**src/rtl/reg_file_wb_if.sv**
```systemverilog
// Bus between the writeback/decode stages and the register file.
// Handshake: there is no valid/ready pair; every input is sampled on each
// rising clk edge (w_en qualifies the register write, Instruction_W is always
// examined for retirement) and the read outputs are combinational.
interface reg_file_wb_if;
    logic        w_en;
    logic [4:0]  RD;
    logic [31:0] result;
    logic [31:0] Instruction_W;
    logic [4:0]  rs1;
    logic [4:0]  rs2;
    logic [4:0]  dbg_addr;
    logic [31:0] rdata1;
    logic [31:0] rdata2;
    logic [31:0] dbg_data;
    logic [63:0] instret;
    logic [31:0] last_instr;
    logic        retire_pulse;

    // Pipeline side: drives the writeback and read indices, observes data.
    modport master (
        output w_en, RD, result, Instruction_W, rs1, rs2, dbg_addr,
        input  rdata1, rdata2, dbg_data, instret, last_instr, retire_pulse
    );

    // Register file side.
    modport slave (
        input  w_en, RD, result, Instruction_W, rs1, rs2, dbg_addr,
        output rdata1, rdata2, dbg_data, instret, last_instr, retire_pulse
    );
endinterface

```
**src/rtl/reg_file_wb.sv**
```systemverilog
// 32 x 32-bit register file with same-cycle write-through bypass on both read
// ports, an unbypassed debug port, and a retirement counter that ignores
// pipeline bubbles (NOP_INSTR and all-zero instructions).
module reg_file_wb #(
    parameter logic [31:0] NOP_INSTR = 32'h0000_0013
) (
    input  logic          clk,
    input  logic          rst,
    reg_file_wb_if.slave  bus
);

    logic [31:0] regs_q [32];
    logic [63:0] instret_q,      instret_d;
    logic [31:0] last_instr_q,   last_instr_d;
    logic        retire_pulse_q, retire_pulse_d;
    logic        wr_en;
    logic        retire;

    // A write to x0 is dropped entirely, so it never reaches storage or bypass.
    always_comb begin
        wr_en  = 1'b0;
        retire = 1'b0;
        if (bus.w_en && (bus.RD != 5'd0)) begin
            wr_en = 1'b1;
        end
        if ((bus.Instruction_W != NOP_INSTR) && (bus.Instruction_W != 32'h0)) begin
            retire = 1'b1;
        end
    end

    // Retirement bookkeeping next-state; counter wraps naturally at 2^64.
    always_comb begin
        instret_d      = instret_q;
        last_instr_d   = last_instr_q;
        retire_pulse_d = 1'b0;
        if (retire) begin
            instret_d      = instret_q + 64'd1;
            last_instr_d   = bus.Instruction_W;
            retire_pulse_d = 1'b1;
        end
    end

    // Register storage; x0 is only ever cleared, never written.
    always_ff @(posedge clk or posedge rst) begin
        if (rst) begin
            for (int i = 0; i < 32; i++) begin
                regs_q[i] <= 32'h0;
            end
        end else if (wr_en) begin
            regs_q[bus.RD] <= bus.result;
        end
    end

    // Retirement state registers.
    always_ff @(posedge clk or posedge rst) begin
        if (rst) begin
            instret_q      <= 64'h0;
            last_instr_q   <= 32'h0;
            retire_pulse_q <= 1'b0;
        end else begin
            instret_q      <= instret_d;
            last_instr_q   <= last_instr_d;
            retire_pulse_q <= retire_pulse_d;
        end
    end

    // Read port 1: x0 forced to zero, then bypass, then storage.
    always_comb begin
        bus.rdata1 = 32'h0;
        if (bus.rs1 != 5'd0) begin
            if (wr_en && (bus.RD == bus.rs1)) begin
                bus.rdata1 = bus.result;
            end else begin
                bus.rdata1 = regs_q[bus.rs1];
            end
        end
    end

    // Read port 2: same rules as port 1, evaluated independently.
    always_comb begin
        bus.rdata2 = 32'h0;
        if (bus.rs2 != 5'd0) begin
            if (wr_en && (bus.RD == bus.rs2)) begin
                bus.rdata2 = bus.result;
            end else begin
                bus.rdata2 = regs_q[bus.rs2];
            end
        end
    end

    // Debug port shows the stored (pre-edge) value only.
    always_comb begin
        bus.dbg_data = 32'h0;
        if (bus.dbg_addr != 5'd0) begin
            bus.dbg_data = regs_q[bus.dbg_addr];
        end
    end

    // Registered retirement outputs.
    always_comb begin
        bus.instret      = instret_q;
        bus.last_instr   = last_instr_q;
        bus.retire_pulse = retire_pulse_q;
    end

endmodule

```
**src/flat_wrapper.sv**
```systemverilog
// flat-port wrapper written by rule: the top's interface ports become plain ports
module reg_file_wb_flat 
#(
    parameter logic [31:0] NOP_INSTR = 32'h0000_0013
)
  (clk, rst, bus_w_en, bus_RD, bus_result, bus_Instruction_W, bus_rs1, bus_rs2, bus_dbg_addr, bus_rdata1, bus_rdata2, bus_dbg_data, bus_instret, bus_last_instr, bus_retire_pulse);
  reg_file_wb_if bus_i ();
  input  logic clk;
  input  logic rst;
  input wire logic [$bits(bus_i.w_en)-1:0] bus_w_en;
  input wire logic [$bits(bus_i.RD)-1:0] bus_RD;
  input wire logic [$bits(bus_i.result)-1:0] bus_result;
  input wire logic [$bits(bus_i.Instruction_W)-1:0] bus_Instruction_W;
  input wire logic [$bits(bus_i.rs1)-1:0] bus_rs1;
  input wire logic [$bits(bus_i.rs2)-1:0] bus_rs2;
  input wire logic [$bits(bus_i.dbg_addr)-1:0] bus_dbg_addr;
  output wire logic [$bits(bus_i.rdata1)-1:0] bus_rdata1;
  output wire logic [$bits(bus_i.rdata2)-1:0] bus_rdata2;
  output wire logic [$bits(bus_i.dbg_data)-1:0] bus_dbg_data;
  output wire logic [$bits(bus_i.instret)-1:0] bus_instret;
  output wire logic [$bits(bus_i.last_instr)-1:0] bus_last_instr;
  output wire logic [$bits(bus_i.retire_pulse)-1:0] bus_retire_pulse;
  assign bus_i.w_en = bus_w_en;
  assign bus_i.RD = bus_RD;
  assign bus_i.result = bus_result;
  assign bus_i.Instruction_W = bus_Instruction_W;
  assign bus_i.rs1 = bus_rs1;
  assign bus_i.rs2 = bus_rs2;
  assign bus_i.dbg_addr = bus_dbg_addr;
  assign bus_rdata1 = bus_i.rdata1;
  assign bus_rdata2 = bus_i.rdata2;
  assign bus_dbg_data = bus_i.dbg_data;
  assign bus_instret = bus_i.instret;
  assign bus_last_instr = bus_i.last_instr;
  assign bus_retire_pulse = bus_i.retire_pulse;
  reg_file_wb #(.NOP_INSTR(NOP_INSTR)) u_core (.clk(clk), .rst(rst), .bus(bus_i));
endmodule
```
**config.mk**
```make
export PLATFORM = sky130hd
export DESIGN_NAME = reg_file_wb_flat
export DESIGN_NICKNAME = d
export VERILOG_FILES = /design/src/rtl/reg_file_wb_if.sv /design/src/rtl/reg_file_wb.sv /design/src/flat_wrapper.sv
export SDC_FILE = /design/constraint.sdc
export NUM_CORES = 2
export LEC_CHECK = 0
export ABC_AREA = 1
export BUFFER_PORTS_ARGS = -buffer_cell sky130_fd_sc_hd__clkbuf_2
export CAP_MARGIN = 5
export CORE_UTILIZATION = 30
export CTS_CLUSTER_SIZE = 24
export DETAILED_ROUTE_END_ITERATION = 6
export PLACE_DENSITY_LB_ADDON = 0.12
export SLEW_MARGIN = 20
export SYNTH_ARGS = -nofsm -noshare
export SYNTH_HDL_FRONTEND = slang
export SYNTH_SLANG_ARGS = --single-unit
```
**constraint.sdc**
```tcl
create_clock -name clk -period 37.8 [get_ports clk]
set_input_delay 1.89 -clock clk [delete_from_list [all_inputs] [get_ports clk]]
set_output_delay 1.89 -clock clk [all_outputs]
set_load 0.01 [all_outputs]
```
## After elaboration in Yosys (flattened, before gate mapping)

Cells that the tools add are included.

- $add $sub $neg: 1
- Reduce and logical (&&, ||, !) cells: 10
- Muxes and demuxes: 20
- Bitwise operators: 4
- Eq/ne operators: 3
- $lt $le $gt $ge: 5

Operators with widths:

| cell | count |
|---|---|
| $bwmux W1024 | 1 |
| $bmux W32 S5 | 3 |
| $mux W32 | 12 |
| $demux W32 S5 | 1 |
| $add A64 B1 Y64 const B | 1 |
| $ne A32 B5 Y1 const B | 1 |
| $reduce_bool A32 Y1 | 1 |
| $ge A6 B6 Y1 const B | 4 |
| $not A5 Y6 | 4 |
| $reduce_bool A5 Y1 | 4 |
| $eq A5 B5 Y1 | 2 |
| $lt A6 B1 Y1 const B | 1 |
| $logic_and A1 B1 Y1 | 5 |
| $mux W1 | 3 |

- Output and inout bits: 193
- Input bits: 87
- Bits in registers: 1,121

## Logic depth before layout (Yosys ltp)

- Word-level depth: 6
- Mapped depth: 13
- Gate-level depth less buffers: 11

## Least setup slack after synthesis

No wires, ideal clock.

- Kind: input-to-output
- Start point: input bus_rs2[1]
- End point: output bus_rdata2[21]
- Stages: 10
- Slack: 32.617 ns
- Arrival time: 3.293 ns
- Cells stage by stage: buf_2 > buf_2 > buf_2 > clkbuf_1 > o211ai_1 > nand3_1 > nand3_1 > a21oi_1 > nor2_1 > nor2_1

- Longest elaborated chain between the ends: 6
- Elaborated cells between the ends (all ways): 9
- Classes of those cells: eq/ne: 1; mux: 5; bitwise: 1; reduce/logical: 2

Ends and longest elaborated chain:

| item | RTL line | text |
|---|---|---|
| start, declared | flat_wrapper.sv:15 | `input wire logic [$bits(bus_i.rs2)-1:0] bus_rs2;` |
| $not A5 Y6 (implied by the code) | reg_file_wb.sv:86 | `bus.rdata2 = regs_q[bus.rs2];` |
| $bmux W32 S5 | reg_file_wb.sv:86 |  |
| $mux W32 (implied by the code) (2 in a row) | reg_file_wb.sv:86 |  |
| $mux W32 | reg_file_wb.sv:83 | `if (wr_en && (bus.RD == bus.rs2)) begin` |
| $mux W32 * | reg_file_wb.sv:82 | `if (bus.rs2 != 5'd0) begin` |
| end, declared | flat_wrapper.sv:18 | `output wire logic [$bits(bus_i.rdata2)-1:0] bus_rdata2;` |

Every way passes the cells marked *; elsewhere a longest branch is shown, timed or not. The select of a mux whose other input is x is not followed.

## Worst setup path in the final report

- Start point: input bus_rs1[0]
- End point: output bus_rdata1[30]

- Longest elaborated chain between the ends: 6
- Elaborated cells between the ends (all ways): 9
- Classes of those cells: eq/ne: 1; mux: 5; bitwise: 1; reduce/logical: 2

Ends and longest elaborated chain:

| item | RTL line | text |
|---|---|---|
| start, declared | flat_wrapper.sv:14 | `input wire logic [$bits(bus_i.rs1)-1:0] bus_rs1;` |
| $not A5 Y6 (implied by the code) | reg_file_wb.sv:74 | `bus.rdata1 = regs_q[bus.rs1];` |
| $bmux W32 S5 | reg_file_wb.sv:74 |  |
| $mux W32 (implied by the code) (2 in a row) | reg_file_wb.sv:74 |  |
| $mux W32 | reg_file_wb.sv:71 | `if (wr_en && (bus.RD == bus.rs1)) begin` |
| $mux W32 * | reg_file_wb.sv:70 | `if (bus.rs1 != 5'd0) begin` |
| end, declared | flat_wrapper.sv:17 | `output wire logic [$bits(bus_i.rdata1)-1:0] bus_rdata1;` |

Marks and branches as above.

==> flow_results.org <==
** Layout
- Number of fill cells :: between 20000 and 30000
- Once layout is complete, the utilization of the core stands at 0.3368.
- The net count of the finished layout is just over 10000.
- The sequential cells in the finished layout cover a total of approximately 28000 µm².
- Area occupied by multi-input gates :: about 37000 µm²
- Fraction of layout cells with a size suffix above 1 :: 0.07562
- From synthesis to final layout, the design area changed by 11.39%.

** Pwr
- Final Power :: around 0.0039 W
- Sequential share of power :: 0.399
- Switching power as a share of total power :: 0.3467
- Net switching power of the design :: between 0.001 and 0.0015 W
- The internal portion of the total power is 0.002570 W.
- The share of total power dissipated in the clock network is 0.380.
- Pwr/cell area :: 49.53 nW/µm²
- Leakage power total :: 35.04 nW
- Combinational power share :: 0.222
- IR drop worst, VDD :: between 0.00003 and 0.00004 V

** CTS
- The tree is rooted in a clkbuf_16.
- Clock tree from TritonCTS :: done
- Clock latency on the worst-skew pair, taken at its later pin, is between 0.8 and 0.9 ns.
- Buffers inserted during clock tree synthesis total ~150.
- Number of gates resized after CTS :: 0
- Buffers added to address setup during post-CTS repair amount to 0.
- # hold bufs at CTS :: 0
- Counting every sink on the clock net gives 1121.
- Clock-pin slew was measured on the worst setup and hold paths at roughly 0.050 ns.
- Maximum root-to-sink buffer count :: 3
- Level count of the clock H-tree :: 4

** Critical path
- Data on the critical path is required at its endpoint by roughly 36 ns.
- The number of cells on the worst reg-to-reg path is 9.
- In this run the critical register-to-register path is launched from u_core.bus.instret[1].
- The worst setup path is launched from an input port.
- Critical path, cell by cell :: buf_8 > buf_4 > buf_4 > buf_4 > o211ai_1 > nand3_1 > nand2_1 > inv_1 > nand2_1 > nand2_1 > nand2_1 > a21oi_1 > clkbuf_2
- Critical path buffer and inverter count :: 6
- Along the worst path, the maximum fanout reaches 76.
- Capturing point of the worst reg2reg path :: u_core.bus.instret[46]
- For this design, the slowest cell found on the critical path is buf_4.
- Grouping stages by cell kind, the critical path spends the most delay in buffers and inverters.
- Counting buffers and inverters, the worst setup path is 13 cells deep.
- In this design, the critical path's most frequently occurring cell is nand2_1.
- On the worst path, the slowest cell contributes a delay of 0.74 ns.
- In this run the register-to-register setup slack is between 30 and 40 ns.
- First element of the critical path :: bus_rs1[0]
- The critical path is of the input port to output port type.
- Critical Path Sink Type :: output port
- The most critical setup path has its endpoint at bus_rdata1[30].
- WP data arrival :: 6.25 ns

** Floorplanning
- The floorplan has between 150 and 200 rows.
- Die width :: about 490 µm
- # IOs :: 280
- The core region is around 240000 µm².
- Initial Utilization :: 0.3024
- The die covers between 200000 and 250000 µm².
- Die Span Y :: 489.6 µm

** Min path
- In this run the most critical hold path is launched from u_core.regs_q[999].
- Worst hold-check path type :: register to register

** Run
- Number of maximum-capacitance constraint violations :: 0

** Synth
- Post-synthesis instance area :: 71310 µm²
- For this run, the register share of the synthesized area comes to 0.3934.
- Area leader, netlist :: dfrtp_1
- Mapped Cells :: around 10000
- Dividing the synthesized area by the synthesized cell count gives between 6 and 7 µm².
- Yosys printed 0 warnings.
- Synth top area share :: 0.3934
- Synthesized net count :: between 10000 and 15000
- Cell variety after synth :: 36
- Flop and latch count out of synthesis :: 1121
- After synthesis, the cell types taking the most area are dfrtp_1 39%, nand2_1 14%, o21ai_0 12%, o211ai_1 8.9%, nand3_1 7.4%.

** Detailed routing
- After detailed routing, the average wire length per cell comes to 27.61 µm.
- In this run, the number of DRC markers left after iteration 0 of detailed routing was approximately 9400.
- After detailed routing, the number of remaining DRC violations is 0.
- Aggregate routed wire length :: ~370000 µm
- First-pass iteration count of the detailed router :: 6
- Number of vias per cell :: between 5 and 6
- Final ANT Viol Nets :: 0
- For this block, the via count after detailed routing is 76410.

** Placement
- Prior to clock tree synthesis, the placed netlist has a worst setup slack of between 20 and 30 ns.
- Detailed-placement wirelength estimate :: approximately 210000 µm
- Gp weighted congestion :: 0.8661
- Number of port buffers :: 279

** STA
- For the pin with the worst max-slew slack, the measured transition is between 1 and 1.5 ns.
- The number of failing hold endpoints at the final stage came to 0.
- Final Slew Violations :: 0
- The worst pin sits at a relative slew slack of 0.1693.
- Clk_skew :: a little under 0.02 ns
- Setup violations remaining at the end of the flow were counted as 0.
- The routed design could run at a clock period as short as roughly 8.1 ns.
- Tightest hold margin :: between 0.3 and 0.4 ns
- Post-route setup slack :: 29.66 ns
- Total negative slack for setup checks :: 0 ns
- Setup repair after global routing left no endpoint under its margin.
- Final critical-path share of the clock period :: 0.2153
- FMAX :: between 100 and 150 MHz

** GRT
- Entering global routing, the biggest net connects around 200 pins.
- Summed over all layers, the global routing overflow is 0.
- Across every metal layer, demand over resource in global routing totals 0.2989.
- Number of global-route vias before repair :: between 70000 and 80000
- The first global-routing pass estimated 521500 µm of wire.
- Initial antenna violation count :: 41

** Run status
- The run finished with clean final reports.
==> cell families after synthesis <==
logic type	Yosys count	synth area share
simple gates	4236	0.2458
compound gates	3298	0.2619
buf+inv	1679	0.09199
flops	1121	0.3934
xor+xnor	55	0.006755
fa+ha+maj	1	0.0001754
==> layout make-up <==
cell class	instances	share of cell area
antenna	9	0.0002835
clock buffer	211	0.05524
clock inverter	52	0.007986
inverter	710	0.03427
multi-input combinational	7590	0.4651
sequential	1121	0.3531
tap	3150	0.04961
timing repair buffer	433	0.03437
==> metrics by stage <==
| step | area [µm²] | cells |
|---|---|---|
| floorplan | 71310 | 10390 |
| global placement | 74360 | 13000 |
| detailed placement | 74390 | 13000 |
| CTS | 79410 | 13270 |
| global route | 79430 | 13270 |
| finish | 79440 | 13280 |
==> flip-flops by register name (all words and copies together) (netlist names) <==
signal	count
u_core.regs_q	1024
u_core.bus.instret	64
u_core.bus.last_instr	32
u_core.bus.retire_pulse	1
==> routing by layer <==
metal / GRT usage / wire [µm] / vias up
met1: 0.4054 / 156900 / 37010
li1: - / - / 34480
met2: 0.4643 / 161400 / 4084
met3: 0.05187 / 30930 / 814
met4: 0.1308 / 17100 / 20
met5: 0 / 128 / -
==> Yosys cell counts <==
| cell | number |
|---|---|
| a211oi_1 | 10 |
| a21o_1 | 4 |
| a21oi_1 | 605 |
| and2_1 | 4 |
| and3_1 | 2 |
| buf_1 | 90 |
| buf_2 | 200 |
| buf_4 | 2 |
| clkbuf_1 | 677 |
| clkinv_1 | 8 |
| dfrtp_1 | 1121 |
| ha_1 | 1 |
| inv_1 | 691 |
| inv_2 | 11 |
| nand2_1 | 2680 |
| nand2_2 | 3 |
| nand3_1 | 1052 |
| nand3b_1 | 2 |
| nand4_1 | 20 |
| nor2_1 | 403 |
| nor2_2 | 1 |
| nor2_4 | 3 |
| nor2_8 | 1 |
| nor3_1 | 32 |
| nor3_2 | 10 |
| nor3b_1 | 1 |
| nor4_1 | 2 |
| nor4_4 | 2 |
| o211ai_1 | 848 |
| o21ai_0 | 1642 |
| o21ai_1 | 184 |
| o221ai_1 | 4 |
| o22ai_1 | 1 |
| or2_2 | 18 |
| xnor2_1 | 32 |
| xor2_1 | 23 |
==> worst reg2reg max path: stages, from the launching register on <==
cell and delay (ns):
dfrtp_1 0.45, ha_1 0.27, nand3_1 0.19, nor2_1 0.27, nand3_1 0.18, nor2_1 0.32, nand2_1 0.13, nor2_1 0.22
nand3_1 0.16, xnor2_1 0.18
==> power groups by stage <==
stage	logic, W	registers (W)	clock network (W)
after CTS	0.000864	0.00156	0.00152
after detailed placement	0.000862	0.00158	0
final	0.000872	0.00157	0.00149
after floorplan	0.000601	0.00154	0
after global placement	0.000850	0.00158	0
after global routing	0.000976	0.00159	0.00156
==> placed cells by master (no fill, tap or decap), types with 32 or more instances in the layout <==
master / n
nand2_1: 2655
o21ai_0: 1642
dfrtp_1: 1121
nand3_1: 1050
o211ai_1: 848
inv_1: 682
a21oi_1: 605
nor2_1: 400
clkbuf_2: 264
o21ai_1: 184
clkbuf_16: 154
buf_4: 152
clkinv_2: 34
clkbuf_8: 33
nor3_1: 32
xnor2_1: 32
==> worst min-delay path by stage <==
stage / end / slack [ns] / cells past startpoint
detailed placement: u_core.regs_q[1010] / 0.37 / 0
global placement: u_core.regs_q[1023] / 0.37 / 0
finish: u_core.regs_q[999] / 0.37 / 0
CTS: u_core.regs_q[999] / 0.38 / 0
global route: u_core.regs_q[1023] / 0.39 / 0
floorplan: u_core.regs_q[1002] / 0.43 / 1
Power figures use the tool's default switching activity.
